`config.mk`:
```
export PLATFORM = sky130hd
export DESIGN_NAME = fig_01_rom_port
export DESIGN_NICKNAME = d
export VERILOG_FILES = /design/src/rtl/fig_01_rom_port.sv
export SDC_FILE = /design/constraint.sdc
export NUM_CORES = 1
export LEC_CHECK = 0
export CAP_MARGIN = 30
export CORE_AREA = 2 2 90 92
export CTS_CLUSTER_SIZE = 24
export DETAILED_ROUTE_END_ITERATION = 8
export DIE_AREA = 0 0 92 94
export DONT_BUFFER_PORTS = 1
export HOLD_SLACK_MARGIN = 0.12
export SLEW_MARGIN = 20
export SYNTH_ARGS = -nofsm -noshare
export SYNTH_HDL_FRONTEND = slang
export SYNTH_SLANG_ARGS = --single-unit
export TNS_END_PERCENT = 100
```
`constraint.sdc`:
```
create_clock -name i_clk -period 3.9 [get_ports i_clk]
set_clock_uncertainty 0.1 [all_clocks]
set_input_delay 0.78 -clock i_clk [delete_from_list [all_inputs] [get_ports i_clk]]
set_output_delay 0.78 -clock i_clk [all_outputs]
set_load 0.05 [all_outputs]
```
`src/rtl/fig_01_rom_port.sv`:
```
// ROM-side responder for instruction fetch and the GSU ROM buffer: arbitrates
// fetch/buffer reads, applies clock-speed wait states and returns the ROM byte.
module fig_01_rom_port #(
  parameter int WAIT_SLOW = 5,
  parameter int WAIT_FAST = 3
) (
  input  logic        i_clk,
  input  logic        i_reset,
  input  logic        i_ron,
  input  logic        i_clsr,
  input  logic        i_fetch_req,
  input  logic [23:0] i_fetch_addr,
  input  logic        i_data_req,
  input  logic [23:0] i_data_addr,
  input  logic [23:0] i_ha,
  input  logic [7:0]  i_rom_d,
  output logic [23:0] o_rom_a,
  output logic        o_romrdy,
  output logic [7:0]  o_instr_out,
  output logic [7:0]  o_romb_data,
  output logic        o_romb_valid,
  output logic        o_busy,
  output logic        o_state
);

  // Handshake: fetch_req is a level held until the one-cycle romrdy pulse;
  // data_req is a one-cycle pulse whose result is flagged by romb_valid.

  typedef enum logic {IDLE = 1'b0, ACCESS = 1'b1} state_t;

  localparam logic [7:0] CNT_SLOW = 8'(WAIT_SLOW - 1);
  localparam logic [7:0] CNT_FAST = 8'(WAIT_FAST - 1);

  state_t      r_state;
  logic [7:0]  r_cnt;
  logic        r_src_data;
  logic        r_stale;
  logic        r_data_pend;
  logic [23:0] r_pend_addr;
  logic [23:0] r_rom_a;
  logic        r_romrdy;
  logic [7:0]  r_instr_out;
  logic [7:0]  r_romb_data;
  logic        r_romb_valid;

  always_ff @(posedge i_clk) begin
    if (i_reset) begin
      r_state      <= IDLE;
      r_cnt        <= '0;
      r_src_data   <= 1'b0;
      r_stale      <= 1'b0;
      r_data_pend  <= 1'b0;
      r_pend_addr  <= '0;
      r_rom_a      <= '0;
      r_romrdy     <= 1'b0;
      r_instr_out  <= '0;
      r_romb_data  <= '0;
      r_romb_valid <= 1'b0;
    end else begin
      r_romrdy <= 1'b0;
      if (i_data_req) begin
        r_data_pend  <= 1'b1;
        r_pend_addr  <= i_data_addr;
        r_romb_valid <= 1'b0;
      end
      case (r_state)
        IDLE: begin
          if (!i_ron) begin
            r_rom_a <= i_ha;
          // The romrdy cycle is the fetch unit's turnaround; its fetch_req is stale.
          end else if (i_fetch_req && !r_romrdy) begin
            r_rom_a    <= i_fetch_addr;
            r_src_data <= 1'b0;
            r_cnt      <= i_clsr ? CNT_FAST : CNT_SLOW;
            r_stale    <= 1'b0;
            r_state    <= ACCESS;
          end else if (r_data_pend) begin
            r_rom_a    <= r_pend_addr;
            r_src_data <= 1'b1;
            r_cnt      <= i_clsr ? CNT_FAST : CNT_SLOW;
            r_stale    <= i_data_req;
            r_state    <= ACCESS;
          end
        end
        ACCESS: begin
          if (!i_ron) begin
            r_rom_a <= i_ha;
            r_stale <= 1'b0;
            r_state <= IDLE;
          end else if (r_cnt != 8'd0) begin
            r_cnt <= r_cnt - 8'd1;
            if (i_data_req && r_src_data) r_stale <= 1'b1;
          end else begin
            if (!r_src_data) begin
              r_instr_out <= i_rom_d;
              r_romrdy    <= 1'b1;
            // A newer data_req supersedes this byte; data_pend stays set for the retry.
            end else if (!r_stale && !i_data_req) begin
              r_romb_data  <= i_rom_d;
              r_romb_valid <= 1'b1;
              r_data_pend  <= 1'b0;
            end
            r_stale <= 1'b0;
            r_state <= IDLE;
          end
        end
        default: r_state <= IDLE;
      endcase
    end
  end

  assign o_rom_a      = r_rom_a;
  assign o_romrdy     = r_romrdy;
  assign o_instr_out  = r_instr_out;
  assign o_romb_data  = r_romb_data;
  assign o_romb_valid = r_romb_valid;
  assign o_busy       = (r_state == ACCESS) | r_data_pend;
  assign o_state      = r_state;

endmodule

```
==> results.md <==
* Status: complete, no violations
* WP data required at 3.02 ns
* Drt initial violations at 90
* TritonCTS clock tree: yes
* Core area at 0.00761 mm^2
* Vias/cell at 5.59
* Post-CTS Repair Setup Buffers at 0
* Mapped Area at 0.00339 mm^2
* Fin. max-slew vios at 0
* Commonest cells after routing, fill and taps aside: nor2_1, dfxtp_1, mux2i_1
* Max stage delay on crit path at 0.91 ns
* CP Buf/Inv Count at 1
* FP Rows at 32
* Clock buffer depth at 2
* CTS Hold Bufs at 0
* Cells after Synth at 382
* Vias at 2,651
* H-tree Lvls at 3
* Worst reg2reg startpoint: o_romrdy$_SDFF_PP0_
* Critical path's slowest cell: dfxtp_1
* Yosys warns at 0
* Vias in the first global route at 2,575
* Number of buffers added on ports at 0
* Fmax at 374 MHz
* Setup crit start kind: flip-flop
* FF+latch count, synth at 78
* # DRC at 0
* Instance count on the critical path at 2
* Clk_lat worst skew at 0.34 ns
* Post-synth EDFFs at 0
* Slew @ Worst Pin at 0.883 ns
* Nets@finish at 455
* CTS Sinks at 78
* Cell family with most CP delay: flip-flops
* Die area at 0.00865 mm^2
* Syn_area_per_cell at 8.86 um^2
* Drt wl/cell at 18.0 um
* Post-cts resize count at 0
* Total CTS buffers at 9
* Worst Hold Class: reg2reg
* Max transition margin at 0.411
* VDD IR-drop max at 0.180 mV
* Max_cap viols at 0
* Setup_tns at 0 ns
* R2r endpoint: o_rom_a[7]$_SDFFE_PP0P_
* Hold Fails Final Rpt at 0
* Tmin final at 2.68 ns
* Total gr overflow at 0
* Die Span Y at 94 um
* Post-synth net total at 470
* Initial Util at 0.445
* Commonest non-fill, non-tap cell in the layout: nor2_1
* Dpl hpwl at 5700 um
* Crit path DAT at 1.80 ns
* Global-route wire length before repair at 13,500 um
* Worst Setup SP: o_state$_SDFF_PP0_
* CP Capture Point: o_busy
* Reg-to-reg slack, setup at 1.56 ns
* GRT Total Usage at 0.197
* Biggest area consumer among synthesized cells: dfxtp_1
* CTS clk-pin slew, worst paths at 0.08 ns
* ANT nets after route at 0
* Synth unique cells at 39
* Die W at 92 um
* Critical Setup Path Class: reg2out
* Layout area overhead at 7.13%
* Largest cells by area after synthesis: dfxtp_1, mux2i_1, nor2_1, a2111oi_0, or3_1
* DRT Pass-1 Iters at 4
* Initial antenna violation count at 0
* Yosys top cell area share at 0.461
* Final WL at 8530 um
* Layout fillers at 763
* R2r worst-path depth at 6
* Fraction of layout cells with a size suffix above 1 at 0.0780
* Largest net degree at the start of global routing at 73
* Seq/Total Area, Yosys at 0.461
* Final setup viols at 0
* Crit. End Element: output port
* Clk Tree Root Cell: clkbuf_8
* Crit path cell chain: nor2_1, inv_1
* Final core occ at 0.477
* RSZ-0062 raised after global routing: false
* Worst Path Max Fanout at 12
* LEAKAGE at 1.40 nW
* PwrDens at 492 mW/mm^2
* Final worst path period share at 0.686
* IO Count at 130
* RD Place Congestion at 0.767
* Fraction of registers with async set/reset at 0
* Antenna Cells at 0
* Ys flop type: dfxtp_1
## routing by layer
| metal | vias up | track usage | part of all wire |
|---|---|---|---|
| li1 | 1315 | - | - |
| met1 | 1222 | 0.243 | 0.43 |
| met2 | 102 | 0.325 | 0.47 |
| met3 | 12 | 0.0586 | 0.085 |
| met4 | 0 | 0.0759 | 0.018 |
| met5 | - | 0 | 0 |
## state kept, by name, summed over array words and instances, names as in the netlist
name and flops:
o_state 1, r_pend_addr 24, o_instr_out 8, r_cnt 8
r_stale 1, o_romrdy 1, o_rom_a 24, r_src_data 1
r_data_pend 1, o_romb_data 8, o_romb_valid 1
## tightest hold or removal path, stage by stage, from the launching register on
cell and delay [ns]:
dfxtp_1 0.33, mux2i_1 0.06, nor2_1 0.07
## logic make-up after synthesis
family,synth area share
compound gates,0.136
xor+xnor,0.0155
fa+ha+maj,0.00739
buf+inv,0.0517
flops,0.461
mux,0.127
simple gates,0.200
## synthesized netlist by cell type, drive strengths merged, types with 3 or more instances
cell type / number
or3: 23
a2111oi: 23
buf: 9
nand2: 8
clkbuf: 22
a21oi: 4
mux2i: 42
nor2: 99
dfxtp: 78
xor2: 4
nor4: 3
inv: 9
o21ai: 26
## per-stage QoR
step / area (um^2) / hold WS (ns) / cells / setup WS, ns / power [mW]
after floorplan: 3390 / 0.353 / 382 / 1.65 / 1.13
after global placement: 3410 / 0.368 / 458 / 1.54 / 1.14
after detailed placement: 3410 / 0.379 / 458 / 1.46 / 1.15
after CTS: 3630 / 0.388 / 474 / 1.22 / 1.80
after global routing: 3630 / 0.396 / 474 / 1.12 / 1.86
final: 3630 / 0.391 / 474 / 1.22 / 1.79
## layout make-up
type,count,area [um^2],share of cell area
Inverter,9,33.8,0.00931
Tap cell,102,128,0.0352
Timing Repair Buffer,5,37.5,0.0103
Clock buffer,9,124,0.0341
Multi-Input combinational cell,264,1650,0.456
Clock inverter,7,88.8,0.0245
Sequential cell,78,1560,0.430
## where the power goes
| group | total [mW] | switching [mW] | internal, mW |
|---|---|---|---|
| logic | 0.156 | 0.0863 | 0.0699 |
| registers | 0.972 | 0.129 | 0.843 |
| clock network | 0.658 | 0.300 | 0.357 |
| total | 1.79 | 0.516 | 1.27 |
## worst min-delay path by stage
stage / start / end / slack, ns / depth (start not counted)
6_report: r_pend_addr[20]$_SDFFE_PP0P_ / r_pend_addr[20]$_SDFFE_PP0P_ / 0.39 / 2
5_1_grt: i_reset / r_cnt[1]$_SDFFE_PP0P_ / 0.40 / 1
4_1_cts: i_reset / r_pend_addr[1]$_SDFFE_PP0P_ / 0.39 / 1
3_5_place_dp: r_pend_addr[20]$_SDFFE_PP0P_ / r_pend_addr[20]$_SDFFE_PP0P_ / 0.38 / 2
3_3_place_gp: r_pend_addr[19]$_SDFFE_PP0P_ / r_pend_addr[19]$_SDFFE_PP0P_ / 0.37 / 2
2_1_floorplan: r_pend_addr[0]$_SDFFE_PP0P_ / r_pend_addr[0]$_SDFFE_PP0P_ / 0.35 / 2
No activity file was read; power rests on OpenSTA's default activity.
